**config.mk**
```make
export PLATFORM = sky130hd
export DESIGN_NAME = hwag_out_sched
export DESIGN_NICKNAME = d
export VERILOG_FILES = /design/src/rtl/hwag_out_sched_pkg.sv /design/src/rtl/hwag_out_channel.sv /design/src/rtl/hwag_out_sched.sv
export SDC_FILE = /design/constraint.sdc
export NUM_CORES = 1
export LEC_CHECK = 0
export ABC_AREA = 1
export BUFFER_PORTS_ARGS = -buffer_cell sky130_fd_sc_hd__buf_2
export CAP_MARGIN = 10
export CORE_MARGIN = 2
export CORE_UTILIZATION = 40
export DETAILED_ROUTE_END_ITERATION = 8
export SLEW_MARGIN = 20
export SYNTH_ARGS = -nofsm -noshare
export SYNTH_HDL_FRONTEND = slang
export SYNTH_HIERARCHICAL = 1
export SYNTH_SLANG_ARGS = --single-unit
```
**constraint.sdc**
```tcl
create_clock -name clk -period 3.25 [get_ports clk]
set_input_delay 0.1625 -clock clk [delete_from_list [all_inputs] [get_ports clk]]
set_output_delay 0.1625 -clock clk [all_outputs]
set_load 0.01 [all_outputs]
```
**src/rtl/hwag_out_sched_pkg.sv**
```systemverilog
// Shared types and helpers for the angle-scheduled output generator.
// Optional dwell limit is enabled with HWAG_OUT_DWELL_LIMIT_EN.
package hwag_pkg;

    localparam int HWAG_ANGLE_TOP = 3839;
    localparam int HWAG_CYC_LEN   = 2 * (HWAG_ANGLE_TOP + 1);

    typedef enum logic [1:0] {
        CH_IDLE  = 2'd0,
        CH_ARMED = 2'd1,
        CH_ON    = 2'd2
    } ch_state_t;

    // True when target t lies in (p, c], wrapping through 0 when c < p.
    // Without a valid previous angle only an exact hit counts.
    function automatic logic cross_chk(input logic [31:0] p,
                                       input logic [31:0] c,
                                       input logic [31:0] t,
                                       input logic        valid);
        if (!valid)
            return (c == t);
        if (c > p)
            return (t > p) && (t <= c);
        if (c < p)
            return (t > p) || (t <= c);
        return 1'b0;
    endfunction

endpackage

```
**src/rtl/hwag_out_channel.sv**
```systemverilog
// One output channel: shadow/active angle registers, IDLE/ARMED/ON FSM and,
// with HWAG_OUT_DWELL_LIMIT_EN, a dwell-time limiter with sticky fault.
module hwag_out_channel
    import hwag_pkg::*;
#(
    parameter int CYC_WIDTH = 25
`ifdef HWAG_OUT_DWELL_LIMIT_EN
    ,
    parameter int DWELL_WIDTH = 20
`endif
) (
    input  logic                   clk,
    input  logic                   rst,
    input  logic                   i_hwag_start,
    input  logic                   i_step,
    input  logic                   i_prev_valid,
    input  logic [CYC_WIDTH-1:0]   i_p,
    input  logic [CYC_WIDTH-1:0]   i_c,
    input  logic                   i_commit,
    input  logic                   i_we,
    input  logic [CYC_WIDTH-1:0]   i_cfg_set,
    input  logic [CYC_WIDTH-1:0]   i_cfg_reset,
    input  logic                   i_cfg_ena,
`ifdef HWAG_OUT_DWELL_LIMIT_EN
    input  logic [DWELL_WIDTH-1:0] i_dwell_max,
    output logic                   o_fault,
`endif
    output logic                   o_out,
    output logic                   o_pending
);

    logic [CYC_WIDTH-1:0] r_sh_set, r_sh_rst, r_set, r_rst;
    logic                 r_sh_ena, r_ena, r_pend, r_out;
    ch_state_t            r_state, w_nxt;
    logic                 w_set_x, w_rst_x;

`ifdef HWAG_OUT_DWELL_LIMIT_EN
    logic [DWELL_WIDTH-1:0] r_dwell;
    logic [DWELL_WIDTH:0]   w_dw_inc;
    logic                   w_dwell_hit;
    logic                   r_fault;

    assign w_dw_inc    = {1'b0, r_dwell} + {{DWELL_WIDTH{1'b0}}, 1'b1};
    assign w_dwell_hit = (r_state == CH_ON) && (w_dw_inc >= {1'b0, i_dwell_max});
    assign o_fault     = r_fault;
`endif

    // Shadow takes writes; active is refreshed from shadow on commit.
    // A write on a commit clock lands in shadow and stays pending.
    always_ff @(posedge clk or negedge rst) begin
        if (!rst) begin
            r_sh_set <= '0;
            r_sh_rst <= '0;
            r_sh_ena <= 1'b0;
            r_set    <= '0;
            r_rst    <= '0;
            r_ena    <= 1'b0;
            r_pend   <= 1'b0;
        end else begin
            if (i_commit) begin
                r_set <= r_sh_set;
                r_rst <= r_sh_rst;
                r_ena <= r_sh_ena;
            end
            if (i_we) begin
                r_sh_set <= i_cfg_set;
                r_sh_rst <= i_cfg_reset;
                r_sh_ena <= i_cfg_ena;
                r_pend   <= 1'b1;
            end else if (i_commit) begin
                r_pend   <= 1'b0;
            end
        end
    end

    always_comb begin
        w_set_x = cross_chk(32'(i_p), 32'(i_c), 32'(r_set), i_prev_valid);
        w_rst_x = cross_chk(32'(i_p), 32'(i_c), 32'(r_rst), i_prev_valid);
        w_nxt   = r_state;
        case (r_state)
            CH_IDLE:  if (i_hwag_start && r_ena) w_nxt = CH_ARMED;
            // A simultaneous reset crossing suppresses the pulse
            CH_ARMED: if (i_step && w_set_x && !w_rst_x) w_nxt = CH_ON;
            CH_ON: begin
                if (i_step && w_rst_x)
                    w_nxt = CH_ARMED;
`ifdef HWAG_OUT_DWELL_LIMIT_EN
                else if (w_dwell_hit)
                    w_nxt = CH_ARMED;
`endif
            end
            default:  w_nxt = CH_IDLE;
        endcase
        if (!i_hwag_start || !r_ena)
            w_nxt = CH_IDLE;
    end

    always_ff @(posedge clk or negedge rst) begin
        if (!rst) begin
            r_state <= CH_IDLE;
            r_out   <= 1'b0;
        end else begin
            r_state <= w_nxt;
            r_out   <= (w_nxt == CH_ON);
        end
    end

`ifdef HWAG_OUT_DWELL_LIMIT_EN
    always_ff @(posedge clk or negedge rst) begin
        if (!rst) begin
            r_dwell <= '0;
            r_fault <= 1'b0;
        end else begin
            r_dwell <= (r_state == CH_ON && w_nxt == CH_ON) ? w_dw_inc[DWELL_WIDTH-1:0] : '0;
            if (w_dwell_hit && i_hwag_start && r_ena)
                r_fault <= 1'b1;
            else if (i_we)
                r_fault <= 1'b0;
        end
    end
`endif

    assign o_out     = r_out;
    assign o_pending = r_pend;

endmodule

```
**src/rtl/hwag_out_sched.sv**
```systemverilog
// Angle-scheduled N-channel output generator: cycle-angle tracking, wrap
// detect, config decode. Optional dwell limit: HWAG_OUT_DWELL_LIMIT_EN.
module hwag_out_sched
    import hwag_pkg::*;
#(
    parameter int CH_NUM       = 4,
    parameter int ANGLE_WIDTH  = 24,
    parameter int ANGLE_TOP    = HWAG_ANGLE_TOP,
    parameter int CYC_WIDTH    = 25,
    parameter int CH_IDX_WIDTH = 2
`ifdef HWAG_OUT_DWELL_LIMIT_EN
    ,
    parameter int DWELL_WIDTH  = 20
`endif
) (
    input  logic                    clk,
    input  logic                    rst,
    input  logic                    hwag_start,
    input  logic [ANGLE_WIDTH-1:0]  angle,
    input  logic                    angle_step,
    input  logic                    cam_phase,
    input  logic                    cfg_we,
    input  logic [CH_IDX_WIDTH-1:0] cfg_ch,
    input  logic [CYC_WIDTH-1:0]    cfg_set,
    input  logic [CYC_WIDTH-1:0]    cfg_reset,
    input  logic                    cfg_ena,
`ifdef HWAG_OUT_DWELL_LIMIT_EN
    input  logic [DWELL_WIDTH-1:0]  dwell_max,
    output logic [CH_NUM-1:0]       dwell_fault,
`endif
    output logic [CH_NUM-1:0]       out,
    output logic [CYC_WIDTH-1:0]    cyc_angle,
    output logic [CH_NUM-1:0]       cfg_pending
);

    logic [ANGLE_WIDTH-1:0] w_ang;
    logic [CYC_WIDTH-1:0]   w_c, r_cyc;
    logic                   r_pv, w_step, w_wrap, w_commit;
    logic [CH_NUM-1:0]      w_we;

    assign w_ang  = (angle > ANGLE_WIDTH'(ANGLE_TOP)) ? ANGLE_WIDTH'(ANGLE_TOP) : angle;
    assign w_c    = cam_phase ? (CYC_WIDTH'(w_ang) + CYC_WIDTH'(ANGLE_TOP + 1)) : CYC_WIDTH'(w_ang);
    assign w_step = angle_step && hwag_start;
    // Backwards motion of the cycle angle marks the 720 degree boundary
    assign w_wrap   = w_step && r_pv && (w_c < r_cyc);
    assign w_commit = !hwag_start || w_wrap;

    always_ff @(posedge clk or negedge rst) begin
        if (!rst) begin
            r_cyc <= '0;
            r_pv  <= 1'b0;
        end else begin
            if (w_step)
                r_cyc <= w_c;
            if (!hwag_start)
                r_pv <= 1'b0;
            else if (w_step)
                r_pv <= 1'b1;
        end
    end

    for (genvar g = 0; g < CH_NUM; g++) begin : g_ch
        assign w_we[g] = cfg_we && (int'(cfg_ch) == g);

        hwag_out_channel #(
            .CYC_WIDTH   (CYC_WIDTH)
`ifdef HWAG_OUT_DWELL_LIMIT_EN
            ,
            .DWELL_WIDTH (DWELL_WIDTH)
`endif
        ) u_ch (
            .clk          (clk),
            .rst          (rst),
            .i_hwag_start (hwag_start),
            .i_step       (w_step),
            .i_prev_valid (r_pv),
            .i_p          (r_cyc),
            .i_c          (w_c),
            .i_commit     (w_commit),
            .i_we         (w_we[g]),
            .i_cfg_set    (cfg_set),
            .i_cfg_reset  (cfg_reset),
            .i_cfg_ena    (cfg_ena),
`ifdef HWAG_OUT_DWELL_LIMIT_EN
            .i_dwell_max  (dwell_max),
            .o_fault      (dwell_fault[g]),
`endif
            .o_out        (out[g]),
            .o_pending    (cfg_pending[g])
        );
    end

    assign cyc_angle = r_cyc;

endmodule

```
; ---- Yosys cells after proc, flatten, opt, wreduce, memory -nomap -nowiden
; Index checks and enable logic that the tools add are counted.
[op_classes]
n_bitwise = 0
div_mod_pow = 0
n_reduce_logical = 62
shift = 0
n_lt_le_gt_ge = 20
n_mul = 0
n_addsub = 1
eq_ne = 24
n_mux = 82
[ops]
columns = cell, count
row1 = > comparator 25 bit, 9
row2 = equality test 25 bit, 8
row3 = less-or-equal comparator 25 bit, 8
row4 = 2-to-1 mux 1 bit, 60
row5 = less-than comparator 25 bit, 2
row6 = 2-to-1 mux 2 bit, 16
row7 = logical AND 1 bit, 31
row8 = "adder 24 x 12 -> 25 bit, second input constant", 1
row9 = 2-to-1 mux 25 bit, 1
row10 = "> comparator 24 x 12 -> 1 bit, second input constant", 1
row11 = 2-to-1 mux 24 bit, 1
row12 = one-hot mux 2 bit (3 select lines), 4
row13 = "equality test 2 bit, second input constant", 10
row14 = logical OR 1 bit, 13
row15 = "equality test 2 x 1 -> 1 bit, second input constant", 5
row16 = logical NOT 2 bit, 5
row17 = logical NOT 1 bit, 9
row18 = nonzero test 2 bit, 4
row19 = "!= test 2 x 1 -> 1 bit, second input constant", 1
[totals]
wordCells = 227
ram_bits = 0
regBits = 450
mem_bits_ro = 0
n_memories = 0
in_bits = 83
out_inout_bits = 33
latchBits = 0

; ---- Logic depth before layout (Yosys ltp)
[logic_depth]
depth_word = 18
depth_mapped = 30
ltp_nobuf = 30

; ---- By module
; Netlist, hierarchy kept.
[modules_own_cells]
columns = module, instances, cells_per_inst, area_per_inst_um2, seq_area_each_um2
row1 = hwag_out_channel, 4, 885, 7359.6, 2652.5
row2 = hwag_out_sched, 1, 235, 1808.0, 650.6

; ---- Worst setup path before layout
; Ideal clock, no wire load.
[synth_timing]
path_type = input to register
start = input angle[12]
end = register g_ch[0].u_ch.r_set[19]
t_arrival_ps = 3169
cell_stages = 19
setup_slack_ps = -44
path_buffers = 2
setup_ps = 125
required_ps = 3125
path_cell_list = nor2_1 > nand2_1 > nor2_2 > nand2_2 > inv_1 > nand2_2 > ha_1 > a31oi_1 > ha_1 > a21oi_1 > o21ai_0 > nand2_1 > a21oi_1 > nor2_1 > nand2_1 > nand2_1 > clkbuf_1 > clkbuf_1 > mux2_2
[synth_via]
elab_chain_len = 7
[synth_rtl]
columns = item, line_no
row1 = "start, declared", hwag_out_sched.sv:19  ; input logic [ANGLE_WIDTH-1:0] angle,
row2 = > comparator 24 x 12 -> 1 bit, hwag_out_sched.sv:41  ; assign w_ang = (angle > ANGLE_WIDTH'(ANGLE_TOP)) ? ANGLE_WIDTH'(ANGLE_TOP) : angle;
row3 = 2-to-1 mux 24 bit (*), hwag_out_sched.sv:41
row4 = adder 24 x 12 -> 25 bit, hwag_out_sched.sv:42  ; assign w_c = cam_phase ? (CYC_WIDTH'(w_ang) + CYC_WIDTH'(ANGLE_TOP + 1)) : CYC_WIDTH'(w_ang);
row5 = 2-to-1 mux 25 bit (*), hwag_out_sched.sv:42
row6 = via w_c[12], hwag_out_sched.sv:37  ; logic [CYC_WIDTH-1:0] w_c, r_cyc;
row7 = less-than comparator 25 bit (*), hwag_out_sched.sv:45  ; assign w_wrap = w_step && r_pv && (w_c < r_cyc);
row8 = logical AND 1 bit (*), hwag_out_sched.sv:45
row9 = logical OR 1 bit (*), hwag_out_sched.sv:46  ; assign w_commit = !hwag_start || w_wrap;
row10 = via w_commit, hwag_out_sched.sv:38  ; logic r_pv, w_step, w_wrap, w_commit;
row11 = "end signal, assigned", hwag_out_channel.sv:61  ; r_set <= r_sh_set;
row12 = "end, declared", hwag_out_channel.sv:32  ; logic [CYC_WIDTH-1:0] r_sh_set, r_sh_rst, r_set, r_rst;
; The timed path passes the listed nets; every way through them passes the cells marked *.
; A chain may end at the register's enable or synchronous reset.

; ---- Worst setup path after layout
[layout_timing]
start = input cam_phase
end = register g_ch[3].u_ch.r_set[4]
[layout_via]
elab_chain_len = 4
[layout_rtl]
columns = item, line_no
row1 = "start, declared", hwag_out_sched.sv:21  ; input logic cam_phase,
row2 = 2-to-1 mux 25 bit, hwag_out_sched.sv:42
row3 = via w_c[11], hwag_out_sched.sv:37
row4 = less-than comparator 25 bit, hwag_out_sched.sv:45
row5 = logical AND 1 bit, hwag_out_sched.sv:45
row6 = logical OR 1 bit, hwag_out_sched.sv:46
row7 = via w_commit, hwag_out_sched.sv:38
row8 = "end signal, assigned", hwag_out_channel.sv:61
row9 = "end, declared", hwag_out_channel.sv:32
; The timed path passes the listed nets, and every way through them passes these cells.

==> summary.md <==
| Metric | Value |
|---|---|
| Vias in the first global route | `25200` |
| Final worst slack | `between 0.3 and 0.4 ns` |
| Dpl cells | `approximately 5000` |
| Via density per instance | `between 5 and 6` |
| Crit path max fanout | `36` |
| Synth Instances | `3775` |
| Cell taking the most area after synthesis | `dfrtp_1` |
| Yosys cell types | `39` |
| Root Driver | `clkbuf_16` |
| Syn. warnings | `6` |
| Combinational share of power | `between 20 and 30%` |
| CP Cell Sequence | `dlygate4sd3_1, buf_2, inv_1, o311ai_0, nand2_1, inv_1, buf_12, ha_1, nand2_1, o21ai_0, nand2_1, a21oi_1, nor2_1, nand2_1, nand2_4, buf_12, mux2_2` |
| Max cap viols | `0` |
| Multi-input combinational cell area | `about 18000 µm²` |
| Critical Path Max Stage Delay | `0.52 ns` |
| Nets | `about 4800` |
| Max-slew headroom at the worst pin | `41.2%` |
| CTS max path bufs | `3` |
| Routed len/inst | `between 15 and 20 µm` |
| Clock share of power | `31.7%` |
| Critical path arrival | `3.42 ns` |
| Remaining DRCs | `0` |
| Vias | `26400` |
| Sequential fraction of the synthesis area | `a little over a third` |
| DIE WIDTH | `~280 µm` |
| Outcome | `complete, no violations` |
| Post-DP Area | `~34000 µm²` |
| Die Y | `283 µm` |
| Worst Path Buf+Inv | `6` |
| Sequential Area | `approximately 11000 µm²` |
| DRT Wirelength | `102000 µm` |
| Most common cell after layout, fill and taps aside | `nand2_1` |
| Worst Clk Skew | `a little over 0.04 ns` |
| Crit Path Category | `in2reg` |
| Seq cells post-synth | `450` |
| Maximum VDD drop | `between 0.3 and 0.4 mV` |
| CP most frequent cell | `nand2_1` |
| Final hold vios | `0` |
| Post-cts sizing count | `0` |
| Min Clock Period, post-route | `about 3 ns` |
| Clk slew on worst S/H paths | `roughly 0.060 ns` |
| Layout cells sized above 1 | `between 10% and 20%` |
| CP top delay family | `buffers and inverters` |
| CTS Buf Count | `51` |
| Sink Count | `450` |
| Design Area, Final | `between 30000 and 40000 µm²` |
| Routed Antenna Nets | `0` |
| Rows | `102` |
| Fill count | `7700` |
| Max-slew violations | `0` |
| Period utilization | `90.1%` |
| Sw power | `roughly 6900 µW` |
| I/O pin count | `about 120` |
| Worst hold path class | `in2reg` |
| HPWL Detailed | `79900 µm` |
| Switching Fraction | `approximately 36%` |
| Gpl congestion | `~1` |
| Layout area overhead | `17.5%` |
| RSZ-0062 raised after global routing | `no` |
| Post-route total power | `around 19000 µW` |
| H-tree depth | `2` |
| Largest net degree at the start of global routing | `between 100 and 150` |
| Fin cells | `roughly 5200` |
| Initial Util | `40.4%` |
| TritonCTS clock tree | `built` |
| Setup TNS | `0 ns` |
| Crit-path slowest cell | `dlygate4sd3_1` |
| Synthesized area | `approximately 31000 µm²` |
| Syn_area_per_cell | `roughly 8.3 µm²` |
| First-pass GRT wire length | `about 150000 µm` |
| Pre-antenna DRT Iters | `8` |
| Cell Int Power | `12400 µW` |
| Clock latency on the worst-skew pair | `around 0.64 ns` |
| Share of total power in sequential cells | `39.0%` |
| Port Buf Inserts | `between 100 and 150` |
| Total die area | `about 80000 µm²` |
| # setup viols final | `0` |
| Share of the synthesized area in the top cell type | `around 36%` |
| Core Area | `~77000 µm²` |
| CP Capture Type | `flop` |
| Worst-margin pin slew | `0.881 ns` |
| Worst EP required | `between 3 and 4 ns` |
| Dpl ws | `-0.138 ns` |
| PwrDens | `527 nW/µm²` |
| Most frequent cells in the layout | `nand2_1 (1265), ha_1 (525), dfrtp_1 (450), inv_1 (432), a21oi_1 (200)` |
| GRT Total Usage | `25.3%` |
| GRT overflow | `0` |
| Fmax | `~340 MHz` |
| Initial antenna violation count | `5` |
| Worst setup SP type | `primary input` |
| Top area cells in the synthesized netlist | `dfrtp_1 (36%), ha_1 (21%), nand2_1 (15%)` |
| Leak | `roughly 0.020 µW` |
| DRT iter0 DRCs | `2191` |
## state kept, by name, summed over array words and instances, names as in the netlist
register             count
cyc_angle               25
g_ch.u_ch/r_sh_set     100
g_ch.u_ch/r_set        100
r_pv                     1
g_ch.u_ch/o_out          4
g_ch.u_ch/r_ena          4
g_ch.u_ch/r_rst        100
g_ch.u_ch/r_state        8
g_ch.u_ch/r_sh_rst     100
g_ch.u_ch/r_sh_ena       4
g_ch.u_ch/o_pending      4
## metrics by stage
| step | hold WS, ns | utilization [%] |
|---|---|---|
| floorplan | -0.133 | - |
| global placement | 0.286 | 44.4 |
| detailed placement | 0.300 | 44.4 |
| CTS | 0.0203 | 47.4 |
| global route | 0.0481 | 47.4 |
| finish | 0.0425 | 47.5 |
## worst paths after layout
kind	cells past startpoint	from	end	slack, ns
setup / recovery	17	cam_phase	g_ch[3].u_ch/r_set[4]	0.32
hold / removal	6	angle[10]	cyc_angle[11]	0.04
setup reg to reg	13	cyc_angle[6]	g_ch[3].u_ch/r_set[4]	0.46
hold reg to reg	2	g_ch[0].u_ch/r_sh_rst[17]	g_ch[0].u_ch/r_sh_rst[17]	0.46
max in group asynchronous	3	rst	cyc_angle[1]	2.14
min in group asynchronous	2	rst	g_ch[2].u_ch/r_sh_rst[22]	0.19
## worst register-to-register path, stage by stage, from the launching register on
cell and delay (ns):
dfrtp_1 0.63, inv_1 0.12, ha_1 0.33, nand2_1 0.06
inv_1 0.03, nor2_1 0.07, o21ai_0 0.08, a21oi_1 0.15
nand2_1 0.15, nand2_1 0.09, nand2_1 0.08, nand2_4 0.22
buf_12 0.25, mux2_2 0.40
## layer usage
layer | vias to the layer above | track usage (%) | part of all wire, %
met5 | - | 0 | 0.043
met4 | 8 | 6.36 | 2.6
met3 | 119 | 3.72 | 7.0
met2 | 709 | 38.8 | 43
met1 | 12600 | 37.4 | 48
li1 | 13000 | - | -
## synth_stat cells
cell type,instances
inv_1,432
clkbuf_1,54
nor3_2,12
nand4_2,9
o21a_1,17
nor2_4,1
o21ai_0,64
a21o_1,28
or2_1,7
dfrtp_1,450
nor4_1,13
a31oi_1,2
a21oi_1,200
or3_1,4
conb_1,1
inv_2,4
or2_2,1
a21oi_2,4
nor3b_2,4
nor2_2,10
nor2_1,192
o21ai_1,13
nor3_1,25
nand3b_1,12
xor2_2,2
nand3_1,90
a31o_2,4
nor3b_1,4
nand2_2,14
ha_1,525
clkinv_1,13
nand4_1,55
nand2_1,1266
mux2_2,196
o21bai_1,8
buf_2,17
buf_6,1
nand3_2,20
o311ai_0,1
## layout make-up
type	instances	area share, %
clock inverters	32	1.02
flip-flops and latches	450	30.7
clock buffers	64	3.88
diodes	1	0.00682
inverters	449	4.59
repair buffers	285	6.03
multi-input cells	2911	50.2
well taps	1040	3.55
## timing repair
action                    CTS  global route
hold endpoints to repair  297             0
buffers inserted            0             0
hold buffers               56             0
## power groups by stage
stage | Combinational [µW] | Clock, µW | Sequential, µW
CTS | 5600 | 6250 | 7530
floorplan | 3840 | 0 | 7150
detailed placement | 5520 | 0 | 7620
global placement | 5370 | 0 | 7610
global route | 6460 | 6490 | 7650
finish | 5660 | 6120 | 7550
## kinds of logic after synthesis
| kind of cell | after synthesis | share of synthesized area [%] |
|---|---|---|
| AND/OR/NAND/NOR | 1739 | 23.4 |
| adder cells (fa/ha/maj) | 525 | 21.0 |
| buffers and inverters | 521 | 6.35 |
| flip-flops | 450 | 36.0 |
| AO/OA/AOI/OAI | 341 | 6.00 |
| multiplexers | 196 | 7.06 |
| XOR/XNOR | 2 | 0.104 |
| other | 1 | 0.0120 |
Note: power is estimated with default switching activity, not from simulation.
